**config.mk**
```make
export PLATFORM = sky130hd
export DESIGN_NAME = sr_bank_driver
export DESIGN_NICKNAME = d
export VERILOG_FILES = /design/src/rtl/sr_bank_driver.sv
export SDC_FILE = /design/constraint.sdc
export NUM_CORES = 1
export LEC_CHECK = 0
export CORE_UTILIZATION = 49
export CTS_BUF_LIST = sky130_fd_sc_hd__clkbuf_4
export CTS_CLUSTER_SIZE = 12
export DETAILED_ROUTE_END_ITERATION = 6
export PLACE_DENSITY_LB_ADDON = 0.12
export SETUP_SLACK_MARGIN = 0.5
export SYNTH_ARGS = -nofsm -noshare
export SYNTH_HDL_FRONTEND = slang
export SYNTH_SLANG_ARGS = --single-unit
```
**constraint.sdc**
```tcl
create_clock -name clk -period 2.4 [get_ports clk]
set_input_delay 0.48 -clock clk [delete_from_list [all_inputs] [get_ports clk]]
set_output_delay 0.48 -clock clk [all_outputs]
set_load 0.03 [all_outputs]
```
**src/rtl/sr_bank_driver.sv**
```systemverilog
// Initiator for a bank of set/reset flops: accepts a masked target, pulses only the
// bits that differ from q, waits for the flops to settle, then reads q back and reports errors.
module sr_bank_driver #(
   parameter int N             = 8,
   parameter int PULSE_CYCLES  = 2,
   parameter int SETTLE_CYCLES = 1
) (
   input  logic         clk,
   input  logic         rst,
   input  logic         req_valid,
   output logic         req_ready,
   input  logic [N-1:0] req_target,
   input  logic [N-1:0] req_mask,
   input  logic [N-1:0] q_fb,
   output logic [N-1:0] s_out,
   output logic [N-1:0] r_out,
   output logic         busy,
   output logic         done,
   output logic         err,
   output logic [N-1:0] err_bits
);

   localparam int MAX_CYCLES = (PULSE_CYCLES > SETTLE_CYCLES) ? PULSE_CYCLES : SETTLE_CYCLES;
   localparam int CW         = $clog2(MAX_CYCLES + 1);
   localparam logic [CW-1:0] PULSE_LOAD  = CW'(PULSE_CYCLES - 1);
   localparam logic [CW-1:0] SETTLE_LOAD = CW'((SETTLE_CYCLES > 0) ? SETTLE_CYCLES - 1 : 0);

   typedef enum logic [1:0] {IDLE, PULSE, SETTLE, CHECK} state_t;

   state_t        state;
   logic [CW-1:0] cnt;
   logic [N-1:0]  target;
   logic [N-1:0]  mask;
   logic [N-1:0]  chg;
   logic [N-1:0]  set_bits;
   logic [N-1:0]  clr_bits;
   logic [N-1:0]  mm;
   logic          accept;

   // Set and clear vectors are derived from one chg bit each, so they can never overlap.
   for (genvar gi = 0; gi < N; gi++) begin : g_bit
      assign chg[gi]      = req_mask[gi] & (req_target[gi] ^ q_fb[gi]);
      assign set_bits[gi] = chg[gi] & req_target[gi];
      assign clr_bits[gi] = chg[gi] & ~req_target[gi];
      assign mm[gi]       = mask[gi] & (target[gi] ^ q_fb[gi]);
   end

   assign accept = req_valid & req_ready;

   always_ff @(posedge clk or negedge rst) begin
      if (!rst) begin
         state     <= IDLE;
         cnt       <= '0;
         target    <= '0;
         mask      <= '0;
         s_out     <= '0;
         r_out     <= '0;
         req_ready <= 1'b0;
         busy      <= 1'b0;
         done      <= 1'b0;
         err       <= 1'b0;
         err_bits  <= '0;
      end else begin
         done <= 1'b0;
         case (state)
            IDLE: begin
               if (accept) begin
                  target    <= req_target;
                  mask      <= req_mask;
                  req_ready <= 1'b0;
                  busy      <= 1'b1;
                  if (|chg) begin
                     state <= PULSE;
                     cnt   <= PULSE_LOAD;
                     s_out <= set_bits;
                     r_out <= clr_bits;
                  end else begin
                     state <= CHECK;
                  end
               end else begin
                  req_ready <= 1'b1;
                  busy      <= 1'b0;
               end
            end
            PULSE: begin
               if (cnt == '0) begin
                  s_out <= '0;
                  r_out <= '0;
                  if (SETTLE_CYCLES > 0) begin
                     state <= SETTLE;
                     cnt   <= SETTLE_LOAD;
                  end else begin
                     state <= CHECK;
                  end
               end else begin
                  cnt <= cnt - CW'(1);
               end
            end
            SETTLE: begin
               if (cnt == '0) begin
                  state <= CHECK;
               end else begin
                  cnt <= cnt - CW'(1);
               end
            end
            CHECK: begin
               // Readback uses q as it stands at the closing edge of this cycle.
               state     <= IDLE;
               done      <= 1'b1;
               err       <= |mm;
               err_bits  <= mm;
               req_ready <= 1'b1;
               busy      <= 1'b0;
            end
            default: begin
               state <= IDLE;
            end
         endcase
      end
   end

endmodule

```
==> results.txt <==
* Total setup buffers inserted after CTS: 0
- Of the total power, the clock network draws a little over a tenth.
- For this run, the leading register cell type out of synthesis is sky130_fd_sc_hd__dfrtp_1.
- Timing analysis after detailed placement gives a worst setup slack of about 120 ps.
- Placed cell area: between 3000 and 4000 µm²
* Reg-to-reg startpoint: state[1]$_DFFE_PN0P_
- For this run, design rule violations remaining after detail routing come to 0.
* Total half-perimeter wirelength after legalization and detailed placement: ~4200 µm
* Clock sink total: 48
- Stages on worst setup path: 7
* FP Rows: 25
- Counting every instance in the synthesized netlist gives approximately 230.
- Grt met2 use: a little under two fifths
* Pin count of the biggest net entering global routing: 26
* Global route hottest layer: met2
- The floorplan step defined a die boundary enclosing about 5200 µm².
- Power per Cell Area: 1100 nW/µm²
* Setup repair after global routing missed its margin: yes
- Global routing used 30.5% of the available met1 tracks.
- Core box area: 4750 µm²
* Worst R2R End: s_out[6]$_DFFE_PN0P_
- Of the available clock period, the critical path in the final layout requires between 70% and 80%.
* Initial antenna violation count: 0
- Area growth from synthesis to final layout: 35.1%
* Sequence of cells on the critical path: clkdlybuf4s50_1 -> nor2b_1 -> o21ai_1 -> and3_4 -> a211oi_4 -> buf_6 -> o22ai_1
* Proportion of total power due to net switching: about 43%
- The final number of hold-violating endpoints came to 0.
- Endpoint type of the worst setup path: register
- Across the run, the number of max-cap violations was 0.
* Critical path data arrival time: 2080 ps
* CTS tree: done
- Yosys mapped the design onto 33 distinct sky130hd cell types.
* Result of the run: finished, final reports clean
- CP Launch Type: input port
- The number of antenna diodes in the final layout is 0.
* # nets final: around 340
- Insertion delay to the later sink of the worst-skew pair: roughly 360 ps
- Final setup violation count: 0
- The detail route stage leaves a number of antenna-violating nets equal to 0.
* CTS H-Tree Depth: 2
- Before antenna repair, the detailed router went through 4 iterations.
- Worst hold-check path type: input port to async pin
- Share of flip-flops with an asynchronous set or reset: 100%
- The analysis attributes to cell leakage a power of roughly 1.7 nW.
- After clock tree synthesis, the clock-pin slew on the worst setup and hold paths is ~140 ps.
* Min Tclk post-route: 1850 ps
* Endpoint required time on the critical path: 2630 ps
* FMAX: around 540 MHz
- Max_slew headroom: a little over three fifths
- Across the VDD grid, the largest voltage drop is 0.000562 V.
- Part of the total power dissipated in sequential elements: 36.8%
- Die extent in y: between 70 and 80 µm
* Global placer's final weighted congestion: 0.857
- Number of synthesized flops with an enable pin: 0
- In the post-route analysis, the smallest setup slack over all paths is 548 ps.
- Syn nets: 268
- Minimum setup slack among reg-to-reg paths: between 600 and 700 ps
- The max-slew violation total from the final report was 0.
- Counting both buffers and inverters, the worst setup path holds a total of 2.
- In this run the biggest area consumer among cell types represents 49.5% of the synthesized area.
- After routing the design area is roughly 3300 µm².
- Measured along the x axis, the die boundary spans between 70 and 80 µm.
* Global Route Usage Sum: a little under a quarter
- Total Power Consumption: about 3.6 mW
- In this run the power spent charging and discharging nets is 1.54 mW.
- Worst slew pin tran: between 500 and 600 ps
- Dominant cell type by area after synthesis: sky130_fd_sc_hd__dfrtp_1
* Largest fanout of any net on the critical path: 6
- The clock passes through at most 2 buffers.
* Proportion of synthesized chip area in sequential cells: between 40% and 50%
- For the worst flop-to-flop path, the logic depth is 6.
- The average instance in the mapped netlist occupies 10.4 µm².
- Summing every instance area after synthesis gives approximately 2400 µm².
* Int Power: a little over 2 mW
- The via count of the first global-routing pass came to between 1500 and 2000.
- Seq cells post-synth: 48
- Via density per instance: between 5 and 6
- Global routing finished with a remaining overflow of 0.
- The first global-routing pass estimated ~9000 µm of wire.
- By area the synthesized netlist is led by sky130_fd_sc_hd__dfrtp_1, sky130_fd_sc_hd__mux2_2, sky130_fd_sc_hd__xor2_1.
* GR Layer Usage met3: about 4.6%
* I/O pins: between 50 and 60
- The slowest stage of the critical path belongs to the cell sky130_fd_sc_hd__clkdlybuf4s50_1.
- In this run the tool buffered the top-level ports with 54 buffer cells.
- The final layout contains routed wiring with a total length of 5630 µm.
- Clock Root Buffer: sky130_fd_sc_hd__clkbuf_4
* Worst path top cell family by delay: buffers and inverters
- For the final database, setup skew stands at roughly 15 ps.
* Final-layout fill cell count: between 300 and 400
- Vias post-DR: roughly 2000
- Logic gate share of total power: between 50% and 60%
* Maximum single-stage delay on the critical path: between 500 and 600 ps
- The initial utilization of the core area, before any placement, comes to around half.
- Detailed Route Iter0 Violations: 95
- Routed length per instance: roughly 15 µm
- Final hold analysis gives a worst-case slack of slightly above 80 ps.
- Yosys warns: 0
- Inserted Clock Buffers: 5
- Hold-fix buffers, CTS: 0
- Layout cell share with drive strength beyond 1: between 10% and 20%
- Final-layout setup total negative slack: 0 ps
- The critical path is of the input port to register type.
## cell type report
cell class | count | area [µm²] | area share [%]
Clock buffer | 7 | 52.6 | 1.60
Clock inverter | 1 | 3.75 | 0.114
Inverter | 12 | 45.0 | 1.37
Multi-Input combinational cell | 166 | 1200 | 36.6
Sequential cell | 48 | 1200 | 36.6
Tap cell | 67 | 83.8 | 2.56
Timing Repair Buffer | 68 | 693 | 21.1
## power groups by stage
| stage | Combinational [mW] | Sequential (mW) | Clock (mW) |
|---|---|---|---|
| 2_1_floorplan | 0.940 | 1.62 | 0 |
| 3_3_place_gp | 1.86 | 1.34 | 0 |
| 3_5_place_dp | 1.88 | 1.35 | 0 |
| 4_1_cts | 1.85 | 1.33 | 0.395 |
| 5_1_grt | 2.07 | 1.37 | 0.423 |
| 6_report | 1.90 | 1.33 | 0.382 |
## registers in the layout, indices dropped and copies added, names as in the netlist, 2 cells and up
| signal | cells |
|---|---|
| cnt | 2 |
| err_bits | 8 |
| mask | 8 |
| r_out | 8 |
| s_out | 8 |
| state | 2 |
| target | 8 |
## synthesized netlist by cell type (2+ instances only)
cell,instances
sky130_fd_sc_hd__nand2_1,22
sky130_fd_sc_hd__mux2_2,17
sky130_fd_sc_hd__dfrtp_1,48
sky130_fd_sc_hd__nor2b_1,3
sky130_fd_sc_hd__o211ai_1,9
sky130_fd_sc_hd__or2_2,2
sky130_fd_sc_hd__a22o_1,2
sky130_fd_sc_hd__o21ai_0,16
sky130_fd_sc_hd__nand3_1,11
sky130_fd_sc_hd__nand2b_1,15
sky130_fd_sc_hd__a21bo_2,2
sky130_fd_sc_hd__o2111ai_1,3
sky130_fd_sc_hd__a22oi_1,2
sky130_fd_sc_hd__and3_1,2
sky130_fd_sc_hd__a221oi_1,2
sky130_fd_sc_hd__nor2_1,7
sky130_fd_sc_hd__nand4_1,2
sky130_fd_sc_hd__xor2_1,12
sky130_fd_sc_hd__a31oi_1,3
sky130_fd_sc_hd__inv_1,12
sky130_fd_sc_hd__ha_1,8
sky130_fd_sc_hd__o22ai_1,15
sky130_fd_sc_hd__a21oi_1,3
sky130_fd_sc_hd__clkbuf_1,6
## cell families after synthesis
kind of cell	Yosys count	share of synthesized area (%)
adders and majority gates	8	4.12
AOI/OAI and AO/OA	60	16.8
muxes	18	8.29
xor gates and xnor gates	12	4.33
buffers and inverters	20	3.30
DFF	48	49.5
and+or+nand+nor	67	13.7
## worst max path at each step
| stage | from | end | slack (ps) |
|---|---|---|---|
| 3_3_place_gp | q_fb[5] | r_out[0]$_DFFE_PN0P_ | 170 |
| 4_1_cts | q_fb[5] | r_out[4]$_DFFE_PN0P_ | 510 |
| 3_5_place_dp | q_fb[5] | r_out[7]$_DFFE_PN0P_ | 120 |
| 5_1_grt | q_fb[6] | r_out[0]$_DFFE_PN0P_ | 500 |
| 2_1_floorplan | state[1]$_DFFE_PN0P_ | r_out[3]$_DFFE_PN0P_ | 550 |
| 6_report | q_fb[7] | r_out[0]$_DFFE_PN0P_ | 550 |
## routing by layer
metal | vias to the layer above | part of all wire [%] | routed length, µm
li1 | 971 | - | -
met1 | 955 | 46 | 2560
met2 | 60 | 48 | 2710
met3 | 6 | 5.5 | 311
met4 | 0 | 0.82 | 46
met5 | - | 0 | 0
## worst register-to-register path: stages (launching register included)
cell	delay, ps
sky130_fd_sc_hd__dfrtp_1	440
sky130_fd_sc_hd__inv_1	110
sky130_fd_sc_hd__ha_1	280
sky130_fd_sc_hd__mux2i_2	360
sky130_fd_sc_hd__or2_2	300
sky130_fd_sc_hd__nand2_1	90
sky130_fd_sc_hd__o22ai_1	140
## layout by cell type (no fill, tap or decap), types with 10 or more instances in the layout
master	synthesis	layout
sky130_fd_sc_hd__dlymetal6s2s_1	0	23
sky130_fd_sc_hd__nand3_1	11	10
sky130_fd_sc_hd__o21ai_0	16	15
sky130_fd_sc_hd__inv_1	12	12
sky130_fd_sc_hd__nand2_1	22	22
sky130_fd_sc_hd__nand2b_1	15	13
sky130_fd_sc_hd__o22ai_1	15	15
sky130_fd_sc_hd__buf_4	1	11
sky130_fd_sc_hd__mux2_2	17	17
sky130_fd_sc_hd__dlygate4sd2_1	0	13
sky130_fd_sc_hd__dfrtp_1	48	48
sky130_fd_sc_hd__xor2_1	12	11
sky130_fd_sc_hd__clkdlybuf4s50_1	0	17
## metrics by stage
stage	cells	util, %
2_1_floorplan	233	-
3_3_place_gp	360	65.6
3_5_place_dp	360	65.6
4_1_cts	368	66.5
5_1_grt	369	69.0
6_report	369	69.0
## repair_timing
action                     CTS  global route
gates resized for setup     14            37
setup endpoints to repair   14            31
pin swaps                    0             4
cloned                       0             1
(Power assumes the default switching activity.)
